$ cat config.mk
export PLATFORM = sky130hd
export DESIGN_NAME = nonce_result_fifo_flat
export DESIGN_NICKNAME = d
export VERILOG_FILES = /design/src/rtl/bcminer_pkg.sv /design/src/rtl/nonce_result_fifo_if.sv /design/src/rtl/nonce_result_fifo_mem.sv /design/src/rtl/nonce_result_fifo.sv /design/src/flat_wrapper.sv
export SDC_FILE = /design/constraint.sdc
export NUM_CORES = 1
export LEC_CHECK = 0
export ABC_AREA = 1
export CORE_MARGIN = 2
export CORE_UTILIZATION = 58
export DETAILED_ROUTE_END_ITERATION = 7
export HOLD_SLACK_MARGIN = 0.15
export MAX_ROUTING_LAYER = met4
export PLACE_DENSITY = 0.86
export SLEW_MARGIN = 20
export SYNTH_ARGS = -nofsm -noshare
export SYNTH_HDL_FRONTEND = slang
export SYNTH_SLANG_ARGS = --single-unit
$ cat constraint.sdc
create_clock -name clk -period 4.06 [get_ports clk]
set_input_delay 0.609 -clock clk [delete_from_list [all_inputs] [get_ports clk]]
set_output_delay 0.609 -clock clk [all_outputs]
set_load 0.05 [all_outputs]
$ cat src/rtl/bcminer_pkg.sv
// Shared miner types: nonce width, nonce type and
// the end-of-search status states used by the result FIFO.
package bcminer_pkg;

   localparam int NONCE_W = 32;

   typedef logic [NONCE_W-1:0] nonce_t;

   typedef enum logic {
      S_IDLE = 1'b0,
      S_DONE = 1'b1
   } search_state_e;

endpackage

$ cat src/rtl/nonce_result_fifo_if.sv
// Nonce write / read handshake bundle between the miner,
// the result FIFO and the host reader.
interface nonce_result_fifo_if #(
   parameter int NONCE_W = bcminer_pkg::NONCE_W
);

   logic               wr_en;
   logic [NONCE_W-1:0] wr_nonce;
   logic               rd_ready;
   logic               rd_valid;
   logic [NONCE_W-1:0] rd_nonce;

   modport master (
      output wr_en,
      output wr_nonce,
      output rd_ready,
      input  rd_valid,
      input  rd_nonce
   );

   modport slave (
      input  wr_en,
      input  wr_nonce,
      input  rd_ready,
      output rd_valid,
      output rd_nonce
   );

endinterface

$ cat src/rtl/nonce_result_fifo_mem.sv
// DEPTH x NONCE_W storage: one write port, asynchronous read.
// Cleared on flush so the head reads zero after reset.
module nonce_fifo_mem #(
   parameter int DEPTH   = 8,
   parameter int NONCE_W = 32,
   parameter int AW      = $clog2(DEPTH)
) (
   input  logic               clk,
   input  logic               clr,
   input  logic               we,
   input  logic [AW-1:0]      waddr,
   input  logic [NONCE_W-1:0] wdata,
   input  logic [AW-1:0]      raddr,
   output logic [NONCE_W-1:0] rdata
);

   logic [NONCE_W-1:0] mem_q [DEPTH];
   logic [NONCE_W-1:0] mem_d [DEPTH];

   // Next array contents: flush, else single-entry write
   always_comb begin
      mem_d = mem_q;
      if (clr) begin
         for (int i = 0; i < DEPTH; i++) begin
            mem_d[i] = '0;
         end
      end else if (we) begin
         mem_d[waddr] = wdata;
      end
   end

   // Storage register
   always_ff @(posedge clk) begin
      mem_q <= mem_d;
   end

   assign rdata = mem_q[raddr];

endmodule

$ cat src/rtl/nonce_result_fifo.sv
// First-word-fall-through nonce FIFO behind the miner, with
// drop accounting and a latched end-of-search outcome.
module nonce_result_fifo
   import bcminer_pkg::*;
#(
   parameter int DEPTH   = 8,
   parameter int NONCE_W = bcminer_pkg::NONCE_W,
   parameter int DROP_W  = 8
) (
   input  logic                   clk,
   input  logic                   rst,
   input  logic                   clear,
   nonce_result_fifo_if.slave     bus,
   output logic [$clog2(DEPTH):0] count,
   output logic                   full,
   output logic                   overflow,
   output logic [DROP_W-1:0]      drop_count,
   input  logic                   result_valid,
   input  logic                   success,
   output logic                   search_done,
   output logic                   search_found,
   output logic                   drained
);

   localparam int AW = $clog2(DEPTH);
   localparam int PW = AW + 1;

   logic [PW-1:0]     wr_ptr_q, wr_ptr_d;
   logic [PW-1:0]     rd_ptr_q, rd_ptr_d;
   logic              overflow_q, overflow_d;
   logic [DROP_W-1:0] drop_count_q, drop_count_d;
   search_state_e     state_q, state_d;
   logic              found_q, found_d;
   logic              drained_q, drained_d;

   logic              empty;
   logic              pop;
   logic              push;
   logic              drop;
   logic [PW-1:0]     count_d;

   // Occupancy flags from the extra-MSB pointer pair
   always_comb begin
      empty = (wr_ptr_q == rd_ptr_q);
      full  = (wr_ptr_q[AW] != rd_ptr_q[AW])
           && (wr_ptr_q[AW-1:0] == rd_ptr_q[AW-1:0]);
      pop   = !empty && bus.rd_ready;
      push  = bus.wr_en && (!full || pop);
      drop  = bus.wr_en && full && !pop;
   end

   // Next-state for pointers, drop tracking and search status
   always_comb begin
      wr_ptr_d     = wr_ptr_q;
      rd_ptr_d     = rd_ptr_q;
      overflow_d   = overflow_q;
      drop_count_d = drop_count_q;
      state_d      = state_q;
      found_d      = found_q;

      if (push) wr_ptr_d = wr_ptr_q + 1'b1;
      if (pop)  rd_ptr_d = rd_ptr_q + 1'b1;

      if (drop) begin
         overflow_d = 1'b1;
         if (drop_count_q != '1) begin
            drop_count_d = drop_count_q + 1'b1;
         end
      end

      if (state_q == S_IDLE && result_valid) begin
         state_d = S_DONE;
         found_d = success;
      end

      // A flush wins over every same-cycle event
      if (clear) begin
         wr_ptr_d     = '0;
         rd_ptr_d     = '0;
         overflow_d   = 1'b0;
         drop_count_d = '0;
         state_d      = S_IDLE;
         found_d      = 1'b0;
      end

      count_d   = wr_ptr_d - rd_ptr_d;
      drained_d = (state_d == S_DONE) && (count_d == '0);
   end

   // State registers
   always_ff @(posedge clk) begin
      if (rst) begin
         wr_ptr_q     <= '0;
         rd_ptr_q     <= '0;
         overflow_q   <= 1'b0;
         drop_count_q <= '0;
         state_q      <= S_IDLE;
         found_q      <= 1'b0;
         drained_q    <= 1'b0;
      end else begin
         wr_ptr_q     <= wr_ptr_d;
         rd_ptr_q     <= rd_ptr_d;
         overflow_q   <= overflow_d;
         drop_count_q <= drop_count_d;
         state_q      <= state_d;
         found_q      <= found_d;
         drained_q    <= drained_d;
      end
   end

   nonce_fifo_mem #(
      .DEPTH   (DEPTH),
      .NONCE_W (NONCE_W),
      .AW      (AW)
   ) u_mem (
      .clk   (clk),
      .clr   (rst || clear),
      .we    (push && !clear),
      .waddr (wr_ptr_q[AW-1:0]),
      .wdata (bus.wr_nonce),
      .raddr (rd_ptr_q[AW-1:0]),
      .rdata (bus.rd_nonce)
   );

   assign bus.rd_valid  = !empty;
   assign count         = wr_ptr_q - rd_ptr_q;
   assign overflow      = overflow_q;
   assign drop_count    = drop_count_q;
   assign search_done   = (state_q == S_DONE);
   assign search_found  = found_q;
   assign drained       = drained_q;

endmodule

$ cat src/flat_wrapper.sv
// flat-port wrapper written by rule: the top's interface ports become plain ports
module nonce_result_fifo_flat import bcminer_pkg::*;
#(
   parameter int DEPTH   = 8,
   parameter int NONCE_W = bcminer_pkg::NONCE_W,
   parameter int DROP_W  = 8
)
  (clk, rst, clear, count, full, overflow, drop_count, result_valid, success, search_done, search_found, drained, bus_wr_en, bus_wr_nonce, bus_rd_ready, bus_rd_valid, bus_rd_nonce);
  nonce_result_fifo_if #(.NONCE_W(NONCE_W)) bus_i ();
  input  logic clk;
  input  logic rst;
  input  logic clear;
  output logic [$clog2(DEPTH):0] count;
  output logic full;
  output logic overflow;
  output logic [DROP_W-1:0] drop_count;
  input  logic result_valid;
  input  logic success;
  output logic search_done;
  output logic search_found;
  output logic drained;
  input wire logic [$bits(bus_i.wr_en)-1:0] bus_wr_en;
  input wire logic [$bits(bus_i.wr_nonce)-1:0] bus_wr_nonce;
  input wire logic [$bits(bus_i.rd_ready)-1:0] bus_rd_ready;
  output wire logic [$bits(bus_i.rd_valid)-1:0] bus_rd_valid;
  output wire logic [$bits(bus_i.rd_nonce)-1:0] bus_rd_nonce;
  assign bus_i.wr_en = bus_wr_en;
  assign bus_i.wr_nonce = bus_wr_nonce;
  assign bus_i.rd_ready = bus_rd_ready;
  assign bus_rd_valid = bus_i.rd_valid;
  assign bus_rd_nonce = bus_i.rd_nonce;
  nonce_result_fifo #(.DEPTH(DEPTH), .NONCE_W(NONCE_W), .DROP_W(DROP_W)) u_core (.clk(clk), .rst(rst), .clear(clear), .bus(bus_i), .count(count), .full(full), .overflow(overflow), .drop_count(drop_count), .result_valid(result_valid), .success(success), .search_done(search_done), .search_found(search_found), .drained(drained));
endmodule
# Yosys cells after proc, flatten, opt, wreduce, memory -nomap -nowiden

Index checks and enable logic that the tools add are counted.

Register bits after elaboration: 276
Bits in latches: 0
RAM bits: 0
Bits in read-only memories: 0
Input port bits: 39
Logic and storage cells: 60
Memories: 0

Add/subtract/negate cells: 5
Multiply operators: 0
Divide/modulo/power cells: 0
Magnitude comparators: 3
Eq/ne operators: 4
Shift-type cells: 0
Mux-type cells: 12
Bitwise operators: 3
Reduce and logical (&&, ||, !) cells: 18

Operator list:

| operator              | number |
|---|---|
| $bwmux W256           | 1 |
| $bmux W32 S3          | 1 |
| $demux W32 S3         | 1 |
| $mux W32              | 3 |
| $mux W4               | 4 |
| $logic_and A1 B1 Y1   | 9 |
| $add A4 B1 Y4 const B | 2 |
| $add A8 B1 Y8 const B | 1 |
| $ge A4 B4 Y1 const B  | 2 |
| $ne A8 B8 Y1 const B  | 1 |
| $not A3 Y4            | 2 |
| $sub A4 B4 Y4         | 2 |
| $eq A4 B4 Y1          | 1 |
| $logic_not A1 Y1      | 4 |
| $logic_not A4 Y1      | 1 |
| $lt A4 B1 Y1 const B  | 1 |
| $eq A3 B3 Y1          | 1 |
| $logic_or A1 B1 Y1    | 2 |
| $mux W1               | 2 |
| $reduce_and A2 Y1     | 1 |
| $reduce_or A2 Y1      | 1 |
| $ne A1 B1 Y1          | 1 |
| $not A1 Y1            | 1 |

# Logic depth before layout (Yosys ltp)

Gate-level depths: netlist of run 1.

Depth in word-level cells: 10
Depth in mapped cells: 20
Depth with buffers taken out: 18

# Cells and area by module

A second synthesis of run 1 with hierarchy kept.

Cell total of the unflattened synthesis: 2,146
Area, all modules: 13,610.6 um^2

By module, submodules not included:

| module            | times used | cells an instance | area each (um^2) |
|---|---|---|---|
| nonce_fifo_mem    | 1          | 1,979             | 12,338.1 |
| nonce_result_fifo | 1          | 167               | 1,272.5 |

# Least setup slack after synthesis of run 1

No wires, ideal clock.

Path type: register to register
Start: reg u_core.rd_ptr_q[1]
End: reg u_core.drained_q (netlist: u_core.drained)
Setup time: 0.070 ns
Arrival: 3.269 ns
Data required time: 3.990 ns
Setup slack: 0.721 ns
Stages on the path, launching flop included: 17
Period minus slack after synthesis: 3.339 ns
Path through: dfxtp_1 clkbuf_1 clkinv_1 clkbuf_1 ha_1 nand2_1 nor2_1 nand2_1 nand3_1 xor2_1 or2_2 ha_1 a21oi_1 inv_1 nand2_1 nand3_1 a21oi_1

Longest elaborated chain between the ends: 10
Elaborated cells between the ends (all ways): 16

Ends and longest elaborated chain:

| element                  | line                     | RTL |
|---|---|---|
| start: declaration       | nonce_result_fifo.sv:29  | `logic [PW-1:0] rd_ptr_q, rd_ptr_d;` |
| start signal: assignment | nonce_result_fifo.sv:102 | `rd_ptr_q <= rd_ptr_d;` |
| $eq A4 B4 Y1 *           | nonce_result_fifo.sv:44  | `empty = (wr_ptr_q == rd_ptr_q);` |
| $logic_not A1 Y1 *       | -                        |  |
| via bus_rd_valid         | flat_wrapper.sv:25       | `output wire logic [$bits(bus_i.rd_valid)-1:0] bus_rd_valid;` |
| $logic_and A1 B1 Y1 *    | nonce_result_fifo.sv:47  | `pop = !empty && bus.rd_ready;` |
| $logic_or A1 B1 Y1       | nonce_result_fifo.sv:48  | `push = bus.wr_en && (!full \|\| pop);` |
| $logic_and A1 B1 Y1      | nonce_result_fifo.sv:48  |  |
| $mux W4                  | nonce_result_fifo.sv:61  | `if (push) wr_ptr_d = wr_ptr_q + 1'b1;` |
| $mux W4                  | nonce_result_fifo.sv:77  | `if (clear) begin` |
| $sub A4 B4 Y4 *          | nonce_result_fifo.sv:86  | `count_d = wr_ptr_d - rd_ptr_d;` |
| $logic_not A4 Y1 *       | nonce_result_fifo.sv:87  | `drained_d = (state_d == S_DONE) && (count_d == '0);` |
| $logic_and A1 B1 Y1 *    | nonce_result_fifo.sv:87  |  |
| end signal: assignment   | nonce_result_fifo.sv:107 | `drained_q <= drained_d;` |
| end: declaration         | nonce_result_fifo.sv:34  | `logic drained_q, drained_d;` |

Mark *: on every way through the listed nets, which the timed path passes. The rest lies on a longest branch.
A chain may end at the register's enable or synchronous reset.

# Worst setup path in the final report of run 1

Start: reg u_core.rd_ptr_q[0]
End: out bus_rd_nonce[14]

Longest elaborated chain between the ends: 4

Ends and longest elaborated chain:

| element                                     | line                        | RTL |
|---|---|---|
| $not A3 Y4 (implied by the code)            | nonce_result_fifo_mem.sv:37 | `assign rdata = mem_q[raddr];` |
| $bmux W32 S3                                | nonce_result_fifo_mem.sv:37 |  |
| $mux W32 (implied by the code) (2 in a row) | nonce_result_fifo_mem.sv:37 |  |
| end: declaration                            | flat_wrapper.sv:26          | `output wire logic [$bits(bus_i.rd_nonce)-1:0] bus_rd_nonce;` |

Every way passes these cells. The select of a mux whose other input is x is not followed.

==> reports/metrics.yaml, run 1 <==
place_hpwl_um: 16910
synth_area_sq_um: 11860
gr-total-overflow: 0
synth-seq-area-share_pct: 46.60
initial_core_util_pct: 58.78
post-place-ws_ns: 1.049
hold_end: "u_core.u_mem.mem_q[82]"
synth_seq_cells: 276
worstHoldStart: "u_core.u_mem.mem_q[82]"
antenna_found_initial: 0
drive_above_1_share_pct: 7.524
ff_latch_area_sq_um: 5533
numCtsBuffers: 28
relSlewSlack_pct: 40.36
synth.avg_cell_area_sq_um: 7.571
path_max_fanout: 41
finalNetCount: 1623
viasPerCell: 5.931
grt_max_degree: 171
finClkSkew_ns: 0.01332
clk-insertion-delay-late_ns: 0.54
io_pins: 89
final_cell_mix: "a21oi_1 (334), dfxtp_1 (274), o21ai_0 (263)"
finalWorstPathRequiredPeriod_ns: 3.572
clkTransAtPathRegs_ns: 0.06
die_y_um: 147.0
fin_crit_sh_pct: 87.98
gp_congestion: 0.8430
reg2regPathDepth: 11
cts-resized-gates: 0
setup_viol: 0
place.port_buffers: 88
r2r_setup_slack_ns: 0.93
cts_setup_buffers: 0
startpoint_type: "flip-flop"
finalWirelength_um: 30740
antenna_cells: 0
tightest_slew_ns: 0.8946
wire_per_inst_um: 16.48
syn_nets: 1615
numClockSinks: 276
arrival_ns: 2.96
status: "finished clean"
syn2layout_area_growth_pct: 15.06
grt.total_usage_pct: 28.46
r2r_end: "u_core.u_mem.mem_q[223]"
slew_viol_final: 0
finalHoldViolations: 0
path_class: "reg -> out"
synth_top_cell_by_area: "dfxtp_1"
rsz0062_at_grt: "false"
ir_drop_uv: 344.8
num_rows: 52
multiInputGateArea_sq_um: 5190
synthDistinctLibCells: 30
synth.top_cell.area_share_pct: 46.60
layout_commonest_cell: "a21oi_1"
yosys_warnings: 0
ant_nets: 0
crit_required_ns: 3.45
grt_pass1_wl_um: 50650
power.total_mw: 5.869
rr_startpoint: "u_core.rd_ptr_q[1]"
fmax_ghz: 0.2800
clock_path_buffers: 3
cts_root_buf: "clkbuf_16"
n_fill_cell: 1674
die_w_um: 147.0
dieArea_sq_um: 21600
synth_top_cells_by_area: "dfxtp_1 (47%), a21oi_1 (14%), o21ai_0 (11%)"
power_density_nw_per_um2: 430.2
maxCapViolCount: 0
hold_buffers: 0
hold_depth: 2
final_core_util_pct: 67.64
setup_ws_ns: 0.4881
cts_tree: "yes"
postSynthCellCount: 1566
vias: 11060
drt_iter0_drc: 1307
firstDrtPassIters: 5
cts_max_level: 1
first_global_vias: 10460
core_area_sq_um: 20170
leakage_nw: 4.957
holdCritPathClass: "reg -> reg"
drc: 0
end_kind: "primary output"
tns_ns: 0
worst max-delay path by stage:
stage,endpoint,start,cells past startpoint,slack (ns)
after floorplan,u_core.drained,u_core.rd_ptr_q[1],16,0.72
after global placement,bus_rd_nonce[14],u_core.rd_ptr_q[0],7,1.16
after detailed placement,u_core.drained,u_core.rd_ptr_q[1],14,1.05
after CTS,bus_rd_nonce[14],u_core.rd_ptr_q[0],7,0.57
after global routing,bus_rd_nonce[15],u_core.rd_ptr_q[0],7,0.33
final,bus_rd_nonce[14],u_core.rd_ptr_q[0],7,0.49
registers in the layout, indices dropped and copies added, names as in the netlist:
name                 cells
u_core.wr_ptr_q          4
u_core.u_mem.mem_q     256
u_core.drained           1
u_core.search_found      1
u_core.search_done       1
u_core.rd_ptr_q          4
u_core.overflow          1
u_core.drop_count        8
metal layers:
layer  global-route usage (%)  wire (um)
met5                        -          0
met4                    8.942        635
met3                    3.789       2164
met2                    45.92      14570
met1                    37.50      13380
final cells by class:
type                       instances  share of cell area [%]
sequential                       276                   40.56
multi-input combinational       1002                   38.04
timing repair buffer             106                   7.613
clock buffer                      43                   6.228
inverter                         160                   4.402
tap                              270                   2.476
clock inverter                     8                  0.6787
logic make-up after synthesis:
group | count (synthesis) | share of synthesized area, %
fa+ha+maj | 10 | 1.119
compound gates | 791 | 34.46
buf+inv | 288 | 9.751
xor+xnor | 7 | 0.5171
flops | 276 | 46.60
simple gates | 194 | 7.556
cell usage after synthesis:
master,n
xnor2_1,4
nand3_2,4
buf_1,7
nor2_1,56
fa_1,1
nand4_1,6
nor2_2,1
buf_4,12
nor4_1,2
a31oi_1,32
a21oi_2,1
a21oi_1,334
nor2_8,5
o21ai_1,128
o211ai_1,32
nor3_1,4
o21bai_1,1
inv_1,155
o21ai_0,263
nand3_1,13
buf_2,24
dfxtp_1,276
ha_1,9
xor2_1,3
inv_2,3
nand2_1,100
or2_2,1
clkinv_1,2
nand2_4,2
clkbuf_1,85
report_power, final:
| part | internal (mW) | switching (mW) |
|---|---|---|
| registers | 2.73 | 0.0192 |
| logic | 0.154 | 0.336 |
| clock network | 1.56 | 1.07 |
| total | 4.44 | 1.43 |
through the flow:
| stage | area, sq um | std cells | hold slack [ns] |
|---|---|---|---|
| after floorplan | 11860 | 1566 | 0.4245 |
| after global placement | 12700 | 1814 | 0.4361 |
| after detailed placement | 12700 | 1814 | 0.4399 |
| after CTS | 13640 | 1865 | 0.4510 |
| after global routing | 13640 | 1865 | 0.4681 |
| final | 13640 | 1865 | 0.4514 |
critical path: stages, from the launching register on:
cell	delay [ns]
dfxtp_4	0.48
inv_2	0.60
buf_4	0.47
nor2_1	0.08
o21ai_0	0.20
a21oi_1	0.06
a31oi_1	0.24
buf_4	0.25
Note: power is estimated with default switching activity, not from simulation.
==> run 2, diff against run 1 <==
- RECOVER_POWER: not set -> 100
==> run 2 against run 1 <==
Compared with the run above: the flow now finishes with violations (capacitance limit, slew limit); register-to-register slack lost 0.52 ns; power shrank 0.75%; critical endpoint is now bus_rd_nonce[19]; wire length shrank 0.11%; critical path depth is the same; worst hold slack lost 0.0024 ns; worst setup slack lost 0.16 ns; critical path type unchanged; design area shrank 1.7%; sequential share of layout area grew 0.68 points; first-iteration DRC count shrank 2.1%; die area is the same; flip-flop and latch count is the same; sequential power is essentially flat.
==> reports/metrics.yaml, run 2 (synthesis results as in run 1) <==
status: "complete, but fails checks"
violations: "capacitance limit, slew limit"
fmax_ghz: 0.2679  # -4.3%
num_rows: 52  # unchanged
finalWirelength_um: 30710  # -0.11%
crit_family: "buffers and inverters"
post-place-ws_ns: 1.049  # unchanged
cts_tree: "yes"
drc: 0  # unchanged
setup_viol: 0  # unchanged
final_cell_mix: "o21ai_0 (382), a21oi_1 (335), dfxtp_1 (274)"
clock_path_buffers: 3  # unchanged
cts-resized-gates: 0  # unchanged
firstDrtPassIters: 5  # unchanged
ir_drop_uv: 347.0  # +0.64%
rsz0062_at_grt: "false"
core_area_sq_um: 20170  # unchanged
slew_viol_final: 33  # +33
grt.total_usage_pct: 28.46  # unchanged
vias: 11080  # +0.18%
finalNetCount: 1623  # unchanged
hold_buffers: 0  # unchanged
finalWorstPathRequiredPeriod_ns: 3.733  # +0.1608 ns
place_hpwl_um: 16910  # unchanged
p_clk_share_pct: 45.1  # +0.2 points
intPower_mw: 4.413  # -0.69%
cp_slowest_stage_delay_ns: 0.60  # about the same
arrival_ns: 3.12  # +0.16 ns
gp_congestion: 0.8430  # unchanged
drt_iter0_drc: 1280  # -2.1%
largest_reg_flops: 256  # unchanged
dieArea_sq_um: 21600  # unchanged
swShare_pct: 24.25  # -0.047 points
tns_ns: 0  # unchanged
maxCapViolCount: 1  # +1
place.port_buffers: 88  # unchanged
leakage_nw: 4.887  # -1.4%
io_pins: 89  # unchanged
numClockSinks: 276  # unchanged
crit_required_ns: 3.45  # about the same
final_core_util_pct: 66.52  # -1.1 points
startpoint_type: "flip-flop"
first_global_vias: 10460  # unchanged
setup_ws_ns: 0.3272  # -0.1608 ns
antenna_cells: 0  # unchanged
syn2layout_area_growth_pct: 13.16
cts_root_buf: "clkbuf_16"
clk-insertion-delay-late_ns: 0.54  # about the same
wire_per_inst_um: 16.47  # -0.11%
fin_crit_sh_pct: 91.94  # +4.0 points
power_density_nw_per_um2: 434.2  # +0.92%
die_w_um: 147.0  # unchanged
die_y_um: 147.0  # unchanged
finalHoldViolations: 0  # unchanged
path_cells: "inv_2 > buf_4 > nor2_1 > o21ai_0 > a21oi_1 > a31oi_1 > clkbuf_1"
viasPerCell: 5.942  # +0.18%
tightest_slew_ns: 1.566  # +0.6715 ns
p_switching_mw: 1.412  # -0.94%
path_class: "reg -> out"
initial_core_util_pct: 58.78  # unchanged
numCtsBuffers: 28  # unchanged
ant_nets: 0  # unchanged
combPwrFrac_pct: 7.7  # -0.7 points
cp_num_buf_inv: 3  # unchanged
antenna_found_initial: 0  # unchanged
grt_max_degree: 171  # unchanged
regMostFlops: "u_core.u_mem.mem_q"
seqPwrFrac_pct: 47.1  # +0.3 points
cts_setup_buffers: 0  # unchanged
grt_pass1_wl_um: 50650  # unchanged
layout_commonest_cell: "o21ai_0"
hold_ws_ns: 0.4490  # -0.002437 ns
drive_above_1_share_pct: 5.517  # -2.0 points
crit_slowest_cell: "inv_2"
holdCritPathClass: "reg -> reg"
cts_max_level: 1  # unchanged
gr-total-overflow: 0  # unchanged
path_max_fanout: 41  # unchanged
finClkSkew_ns: 0.009938  # -0.003386 ns
clkTransAtPathRegs_ns: 0.06  # about the same
relSlewSlack_pct: -4.408  # -45 points
end_kind: "primary output"
-- run 2: final cells by class --
class | count | area, sq um
sequential | 276 | 5533
multi-input combinational | 1002 | 5127
clock inverter | 8 | 92.59
clock buffer | 43 | 849.6
tap | 270 | 337.8
timing repair buffer | 106 | 875.8
fill | 1714 | 6753
inverter | 160 | 600.6
-- run 2: layer usage --
| metal | track usage (%) | share of wire, % | vias to the layer above | wire length, um |
|---|---|---|---|---|
| met5 | - | 0 | - | 0 |
| met4 | 8.942 | 2.1 | 0 | 652 |
| met3 | 3.789 | 7.1 | 66 | 2172 |
| met2 | 45.92 | 47 | 471 | 14580 |
| met1 | 37.50 | 43 | 5155 | 13310 |
| li1 | - | - | 5390 | - |
-- run 2: stage by stage --
| step | cell area [sq um] | power, mW | cells |
|---|---|---|---|
| CTS | 13640 | 5.873 | 1865 |
| floorplan | 11860 | 3.117 | 1566 |
| finish | 13420 | 5.825 | 1865 |
| global placement | 12700 | 3.279 | 1814 |
| detailed placement | 12700 | 3.286 | 1814 |
| global route | 13420 | 5.982 | 1865 |
-- run 2: path summary, 6_finish.rpt --
path                                        startpoint                 endpoint  slack, ns  cells past startpoint
worst min-delay path            u_core.u_mem.mem_q[66]   u_core.u_mem.mem_q[66]       0.45                      2
worst min register to register  u_core.u_mem.mem_q[66]   u_core.u_mem.mem_q[66]       0.45                      2
worst max-delay path                u_core.rd_ptr_q[0]         bus_rd_nonce[19]       0.33                      7
worst max register to register      u_core.rd_ptr_q[1]  u_core.u_mem.mem_q[255]       0.41                     12
-- run 2: tightest hold or removal path, delay by kind of cell (launching register included) --
family | cells | cell delay, ns
AOI/OAI and AO/OA | 1 | 0.05
buffers and inverters | 1 | 0.05
DFF | 1 | 0.30
-- run 2: power by group through the flow --
stage          sequential (mW)  combinational [mW]  clock, mW
5_1_grt                   2.74               0.488       2.75
4_1_cts                   2.74               0.486       2.64
6_report                  2.74               0.451       2.63
3_5_place_dp              2.80               0.482          0
2_1_floorplan             2.80               0.318          0
3_3_place_gp              2.80               0.475          0
